===== src/rtl/uart_pkg.sv =====
// Shared UART definitions: receiver/transmitter state encodings and the baud divider.
package uart_pkg;

    typedef enum logic [2:0] {
        ST_IDLE      = 3'd0,
        ST_START     = 3'd1,
        ST_DATA      = 3'd2,
        ST_STOP      = 3'd3,
        ST_WAIT_HIGH = 3'd4
    } uart_state_e;

    // Clock cycles per serial bit, truncated.
    function automatic int unsigned calc_div(input int unsigned clk_hz, input int unsigned baud);
        return clk_hz / baud;
    endfunction

endpackage


===== src/rtl/sync_2ff.sv =====
// Two-flop synchronizer for a single asynchronous input; resets to RESET_VAL.
module sync_2ff #(
    parameter logic RESET_VAL = 1'b1
) (
    input  logic clk,
    input  logic resetn,
    input  logic d_i,
    output logic q_o
);

    logic meta_q;
    logic sync_q;

    always_ff @(posedge clk or negedge resetn) begin
        if (!resetn) begin
            meta_q <= RESET_VAL;
            sync_q <= RESET_VAL;
        end else begin
            meta_q <= d_i;
            sync_q <= meta_q;
        end
    end

    assign q_o = sync_q;

endmodule


===== src/rtl/uart_receiver.sv =====
// 8N1 UART receiver: mid-bit sampling from a synchronized line, one-byte holding
// register with overrun and framing-error flags cleared by a read strobe.
module uart_receiver
    import uart_pkg::*;
#(
    parameter int unsigned CLK_FREQ_HZ = 50_000_000,
    parameter int unsigned BAUD_RATE   = 115200
) (
    input  logic        clk,
    input  logic        resetn,
    input  logic        i_rx,
    input  logic        i_rd,
    output logic [7:0]  o_data,
    output logic        o_valid,
    output logic        o_overrun,
    output logic        o_frame_err,
    output uart_state_e o_state
);

    localparam int unsigned DIV = calc_div(CLK_FREQ_HZ, BAUD_RATE);
    localparam int unsigned CW  = (DIV < 4) ? 2 : $clog2(DIV);
    localparam logic [CW-1:0] RELOAD_FULL = CW'(DIV - 1);
    localparam logic [CW-1:0] RELOAD_HALF = CW'(DIV / 2 - 1);

    if (DIV < 4) begin : g_bad_div
        $error("uart_receiver: CLK_FREQ_HZ / BAUD_RATE must be at least 4");
    end

    logic rxs;

    sync_2ff #(.RESET_VAL(1'b1)) u_sync (
        .clk    (clk),
        .resetn (resetn),
        .d_i    (i_rx),
        .q_o    (rxs)
    );

    uart_state_e   state_q, state_d;
    logic [CW-1:0] cnt_q,   cnt_d;
    logic [2:0]    idx_q,   idx_d;
    logic [7:0]    shift_q, shift_d;
    logic [7:0]    data_q,  data_d;
    logic          valid_q, valid_d;
    logic          ovr_q,   ovr_d;
    logic          ferr_q,  ferr_d;

    always_ff @(posedge clk or negedge resetn) begin
        if (!resetn) begin
            state_q <= ST_IDLE;
            cnt_q   <= '0;
            idx_q   <= '0;
            shift_q <= '0;
            data_q  <= '0;
            valid_q <= 1'b0;
            ovr_q   <= 1'b0;
            ferr_q  <= 1'b0;
        end else begin
            state_q <= state_d;
            cnt_q   <= cnt_d;
            idx_q   <= idx_d;
            shift_q <= shift_d;
            data_q  <= data_d;
            valid_q <= valid_d;
            ovr_q   <= ovr_d;
            ferr_q  <= ferr_d;
        end
    end

    always_comb begin
        state_d = state_q;
        cnt_d   = cnt_q;
        idx_d   = idx_q;
        shift_d = shift_q;
        data_d  = data_q;
        valid_d = valid_q;
        ovr_d   = ovr_q;
        ferr_d  = ferr_q;

        // A read clears the flags; a delivery or framing error in the same cycle wins below.
        if (i_rd) begin
            valid_d = 1'b0;
            ovr_d   = 1'b0;
            ferr_d  = 1'b0;
        end

        case (state_q)
            ST_IDLE: begin
                if (!rxs) begin
                    state_d = ST_START;
                    cnt_d   = RELOAD_HALF;
                end
            end
            ST_START: begin
                if (cnt_q == '0) begin
                    if (!rxs) begin
                        state_d = ST_DATA;
                        cnt_d   = RELOAD_FULL;
                        idx_d   = 3'd0;
                    end else begin
                        state_d = ST_IDLE;
                    end
                end else begin
                    cnt_d = cnt_q - 1'b1;
                end
            end
            ST_DATA: begin
                if (cnt_q == '0) begin
                    shift_d = {rxs, shift_q[7:1]};
                    cnt_d   = RELOAD_FULL;
                    idx_d   = idx_q + 3'd1;
                    if (idx_q == 3'd7) begin
                        state_d = ST_STOP;
                    end
                end else begin
                    cnt_d = cnt_q - 1'b1;
                end
            end
            ST_STOP: begin
                if (cnt_q == '0) begin
                    if (rxs) begin
                        data_d  = shift_q;
                        valid_d = 1'b1;
                        if (valid_q && !i_rd) begin
                            ovr_d = 1'b1;
                        end
                        state_d = ST_IDLE;
                    end else begin
                        ferr_d  = 1'b1;
                        state_d = ST_WAIT_HIGH;
                    end
                end else begin
                    cnt_d = cnt_q - 1'b1;
                end
            end
            ST_WAIT_HIGH: begin
                if (rxs) begin
                    state_d = ST_IDLE;
                end
            end
            default: begin
                state_d = ST_IDLE;
            end
        endcase
    end

    assign o_data      = data_q;
    assign o_valid     = valid_q;
    assign o_overrun   = ovr_q;
    assign o_frame_err = ferr_q;
    assign o_state     = state_q;

endmodule


===== config.mk =====
export PLATFORM = sky130hd
export DESIGN_NAME = uart_receiver
export DESIGN_NICKNAME = d
export VERILOG_FILES = /design/src/rtl/uart_pkg.sv /design/src/rtl/sync_2ff.sv /design/src/rtl/uart_receiver.sv
export SDC_FILE = /design/constraint.sdc
export NUM_CORES = 1
export LEC_CHECK = 0
export CAP_MARGIN = 20
export CORE_ASPECT_RATIO = 1.4
export CORE_MARGIN = 2
export CORE_UTILIZATION = 55
export CTS_CLUSTER_DIAMETER = 120
export DETAILED_ROUTE_END_ITERATION = 8
export PLACE_DENSITY = 0.79
export SLEW_MARGIN = 0
export SYNTH_ARGS = -nofsm -noshare
export SYNTH_HDL_FRONTEND = slang
export SYNTH_SLANG_ARGS = --single-unit

===== constraint.sdc =====
create_clock -name clk -period 3.1 [get_ports clk]
set_input_delay 0.62 -clock clk [delete_from_list [all_inputs] [get_ports clk]]
set_output_delay 0.62 -clock clk [all_outputs]
set_load 0.01 [all_outputs]

# Yosys cells after proc, flatten, opt, wreduce, memory -nomap -nowiden
# Cells that the tools add are included.
[classes]
n_addsub = 2
multipliers = 0
div = 0
order_cmp = 0
eq_ne = 14
n_shift = 0
mux = 32
bitwise_logic = 0
reduce_logical = 11
[ops]
columns = ["op", "count"]
rows = [
  ["two-way mux 9 bit", 5],
  ["one-hot mux 9 bit (4 select lines)", 1],
  ["two-way mux 3 bit", 10],
  ["one-hot mux 3 bit (5 select lines)", 1],
  ["inequality test 2 bit, second input constant", 7],
  ["two-way mux 1 bit", 13],
  ["zero test 9 bit", 1],
  ["subtractor 9 x 1 -> 9 bit, second input constant", 1],
  ["AND reduction 4 bit", 2],
  ["== test 3 x 2 -> 1 bit, second input constant", 2],
  ["== test 3 bit, second input constant", 2],
  ["one-hot mux 3 bit (2 select lines)", 1],
  ["AND reduction 6 bit", 1],
  ["nonzero test 4 bit", 1],
  ["adder 3 x 1 -> 3 bit, second input constant", 1],
  ["== test 3 x 1 -> 1 bit, second input constant", 1],
  ["zero test 3 bit", 1],
  ["inequality test 3 bit, second input constant", 1],
  ["AND reduction 3 bit", 1],
  ["two-way mux 2 bit", 1],
  ["inequality test 2 x 1 -> 1 bit, second input constant", 1],
  ["AND reduction 2 bit", 1],
  ["nonzero test 2 bit", 1],
  ["logical AND 1 bit", 1],
  ["zero test 1 bit", 1],
]
[totals]
regBits = 36
latch_bits = 0
mem_bits_rw = 0
rom_bits = 0
input_bits = 4
out_inout_bits = 14
wordCells = 69
n_memories = 0

# Logic depth before layout (Yosys ltp)
[depth]
ltp_word = 6
mapped_depth = 8
ltp_nobuf = 6

# By module
# Synthesis repeated with hierarchy kept, for this count alone.
[unflattened]
hier_cells = 157
area_unflattened_um2 = 1824.2
[by_module_without_submodules]
columns = ["module", "instances", "cells_per_inst", "area_each_um2", "seq_area_each_um2"]
rows = [
  ["uart_receiver", 1, 155, 1771.7, 850.8],
  ["sync_2ff", 1, 2, 52.6, 52.6],
]

# Least setup slack after synthesis
# Ideal clock, no wire load.
[synth_timing]
kind = "reg2reg"
startpoint = "register cnt_q[0]"
endpoint = "register data_q[0], in the netlist o_data[0]"
setup_time_ns = 0.125
arrival_time_ns = 2.075
required_time_ns = 2.975
setup_slack_ns = 0.901
path_stages_with_launch = 7
n_path_buf = 1
synth_period_minus_slack_ns = 2.199
path_cell_list = "dfrtp_1 inv_1 ha_1 or4b_1 clkbuf_1 nor4_4 mux2_2"
[synth_between]
elab_chain_len = 2
[synth_lines]
columns = ["element", "line_no", "text"]
rows = [
  ["from (decl)", "uart_receiver.sv:39", "logic [CW-1:0] cnt_q, cnt_d;"],
  ["from (signal assigned)", "uart_receiver.sv:59", "cnt_q <= cnt_d;"],
  ["zero test 9 bit", "uart_receiver.sv:119", "if (cnt_q == '0) begin"],
  ["AND reduction 3 bit (no line)", "-", ""],
  ["to (signal assigned)", "uart_receiver.sv:62", "data_q <= data_d;"],
  ["to (decl)", "uart_receiver.sv:42", "logic [7:0] data_q, data_d;"],
]
# No other way between the ends.
# A chain may end at the register's enable or synchronous reset.

# Worst setup path in the final report
[layout_timing]
startpoint = "register cnt_q[0]"
endpoint = "register data_q[6], in the netlist o_data[6]"
# Same word-level chain as after synthesis.

==> impl_results.md <==
* Worst Hold Class: flop to flop
* Largest net degree at the start of global routing at 37
* Switching Fraction at 22.7%
* Clock sink total at 36
* Final HPWL DP at 2730 µm
* Clk_lat worst skew at 0.29 ns
* CTS tree: yes
* Resized Gates After CTS at 0
* Chip height at about 73 µm
* Int Pwr at roughly 640 µW
* Achievable frequency at between 400 and 500 MHz
* WHS at 0.362 ns
* Predominant post-synthesis flop cell: dfrtp_1
* Seq pwr share at 57.5%
* Initial antenna violation count at 0
* Outcome: finished, final reports clean
* Post-synth ARST share at 100%
* TritonCTS Buffers at 5
* Top cells by instance count after synthesis: dfrtp_1, mux2_2, inv_1
* CP max stage cell: nor4_4
* Hold endpoint: u_sync.q_o$_DFF_PN1_
* Hold path cells at 0
* Setup TNS at 0 ns
* FP Rows at 25
* P_sw at 187 µW
* Worst-path cell chain: inv_1 -> ha_1 -> or4b_1 -> nor4_4 -> mux2_2
* Max-cap violations at 0
* I/O Pins at 18
* Final setup vio count at 0
* Net Count, Synth at 178
* P&R area growth vs syn at 14.9%
* Routability-driven placement congestion ratio at 0.964
* Reg2reg start: cnt_q[0]$_DFFE_PN0P_
* Drt total wl at 3940 µm
* CP Capture Type: flop
* Worst Skew at 0.00919 ns
* Post-synth EDFFs at 0
* Drt initial violations at 34
* Max incr delay on CP at 0.60 ns
* H-tree depth at 2
* Clock share of power at 40.5%
* Reg2reg setup slack at 0.66 ns
* Nets at 194
* Starting Density at 56.1%
* Worst R2R End: o_data[6]$_DFFE_PN0P_
* CTS Hold Bufs at 0
* Crit Path Category: flop to flop
* Via/cell ratio at 6.35
* Total GRT Usage at 24.0%
* Seq cells post-synth at 36
* Period utilisation layout at between 70 and 80%
* Root buffer cell: clkbuf_8
* RSZ-0062 raised after global routing: no
* CP Launch Type: flop
* Die width at 53.1 µm
* FF-to-FF path depth at 5
* Global route overflow at 0
* Routed WL per cell at 17.3 µm
* Hold path start: u_sync.meta_q$_DFF_PN1_
* Yosys top cell by area: dfrtp_1
* Peak VDD IR at 312 µV
* Post-Syn Instances at between 150 and 200
* Port bufs at 17
* Worst slew pin tran at 0.695 ns
* Area contributors post-synth: dfrtp_1, mux2_2, dfstp_2
* Sequential fraction of the synthesis area at 48.6%
* Pwr Density at 385 mW/mm²
* Post-route antenna net violation count at 0
* Count of pins over their slew limit at 0
* DIE AREA at about 0.0039 mm²
* Detailed Routing Iterations Pass 1 at 4
* Most instantiated library cell after synthesis: dfrtp_1
* Clock slew at reported path FFs at 0.07 ns
* Max-slew headroom at between 50% and 60%
* Cell variety after synth at 51
* Synth top area share at 45.8%
* Layout cells sized above 1 at approximately 18%
* Core Area at roughly 0.0033 mm²
* DRC at 0
* Synth Warn # at 0
* Pleak at 0.957 nW
* CP required at 3.27 ns
* Antenna diode instance count at 0
* Combinational power share at about 2.0%
* # Post-CTS Setup Buffers at 0
* Vias in the first global route at 1446
* Routed vias at 1441
* Crit path arrival time at 2.61 ns
* Hold Vio Cnt, Final at 0
* First-pass GRT wire length at 6860 µm
* Synth Cell Area at 0.00186 mm²
* CP max FO at 10
* Clock buffer depth at 2
* Mapped Avg Cell Area at 10.9 µm²
* Final min period at 2.44 ns
[final cells by class]
class | count | area (µm²)
clock inverters | 2 | 16.3
clock buffers | 6 | 72.6
fillers | 264 | 1180
well taps | 40 | 50.0
inverters | 12 | 45.0
repair buffers | 20 | 193
multi-input cells | 111 | 857
flip-flops and latches | 36 | 903
[how the worst max path moves through the flow]
| stage | startpoint | to | slack [ns] | depth (start not counted) |
|---|---|---|---|---|
| after floorplan | cnt_q[0]$_DFFE_PN0P_ | o_data[0]$_DFFE_PN0P_ | 0.90 | 6 |
| after global placement | cnt_q[0]$_DFFE_PN0P_ | o_data[2]$_DFFE_PN0P_ | 0.79 | 5 |
| after detailed placement | cnt_q[0]$_DFFE_PN0P_ | o_data[3]$_DFFE_PN0P_ | 0.67 | 5 |
| after CTS | cnt_q[0]$_DFFE_PN0P_ | o_data[6]$_DFFE_PN0P_ | 0.65 | 5 |
| after global routing | cnt_q[0]$_DFFE_PN0P_ | cnt_q[6]$_DFFE_PN0P_ | 0.50 | 6 |
| final | cnt_q[0]$_DFFE_PN0P_ | o_data[6]$_DFFE_PN0P_ | 0.66 | 5 |
[per-layer routing]
metal / vias to the layer above / share of wire [%] / GRT usage (%)
met3: 14 / 3.7 / 5.53
met5: - / 0 / 0
li1: 665 / - / -
met4: 0 / 2.9 / 10.8
met1: 716 / 44 / 31.6
met2: 46 / 50 / 37.5
[logic make-up after synthesis]
kind of cell               Yosys count  share of synthesized area, %
AOI/OAI and AO/OA                   43                          16.2
xor gates and xnor gates             2                         0.942
adders and majority gates            4                          2.69
buffers and inverters               23                          5.32
DFF                                 36                          48.6
muxes                               18                          10.8
and+or+nand+nor                     44                          15.5
[metrics by stage]
| step | power [mW] | area (µm²) | setup WS [ns] | cells | utilization (%) |
|---|---|---|---|---|---|
| after floorplan | 0.485 | 1860 | 0.901 | 170 | - |
| after global placement | 0.499 | 2050 | 0.787 | 219 | 61.8 |
| after detailed placement | 0.500 | 2050 | 0.670 | 219 | 61.8 |
| after CTS | 0.833 | 2140 | 0.646 | 227 | 64.5 |
| after global routing | 0.856 | 2140 | 0.501 | 227 | 64.5 |
| final | 0.824 | 2140 | 0.663 | 227 | 64.5 |
[worst max-delay path, delay by kind of cell (launching register included)]
kind          cells  cell delay [ns]
flops             1             0.42
buf+inv           1             0.15
mux               1             0.41
fa+ha+maj         1             0.17
simple gates      2             1.17
[power groups by stage]
stage	combinational, mW	clock [mW]	sequential (mW)
floorplan	0.00377	0	0.481
global placement	0.0167	0	0.482
detailed placement	0.0175	0	0.483
CTS	0.0175	0.342	0.473
global route	0.0198	0.362	0.474
finish	0.0166	0.333	0.474
[cells in the final DEF (no fill, tap or decap), types with 2 or more instances in the layout]
| cell type | count |
|---|---|
| xor2_1 | 2 |
| nor2b_1 | 2 |
| buf_4 | 3 |
| nand2b_1 | 2 |
| o21ai_0 | 7 |
| ha_1 | 4 |
| clkbuf_8 | 5 |
| nor4_1 | 3 |
| and3_1 | 2 |
| nor2_1 | 8 |
| inv_1 | 12 |
| mux2_2 | 16 |
| mux2i_1 | 2 |
| nand3b_1 | 2 |
| and4_1 | 2 |
| or4_1 | 2 |
| dfrtp_1 | 34 |
| nand3_1 | 8 |
| o211ai_1 | 2 |
| a2111oi_0 | 3 |
| a211o_1 | 2 |
| a22oi_1 | 3 |
| o22ai_1 | 3 |
| a21oi_1 | 8 |
| nand4_1 | 2 |
| nand2_1 | 2 |
| or3_1 | 2 |
| dfstp_2 | 2 |
| clkdlybuf4s50_1 | 17 |
| a21o_1 | 2 |
[registers in the layout, indices dropped and copies added (netlist names)]
signal / cells
cnt_q: 9
idx_q: 3
o_data: 8
o_frame_err: 1
o_overrun: 1
o_state: 3
o_valid: 1
shift_q: 8
u_sync.meta_q: 1
u_sync.q_o: 1
Note: power is estimated with default switching activity, not from simulation.
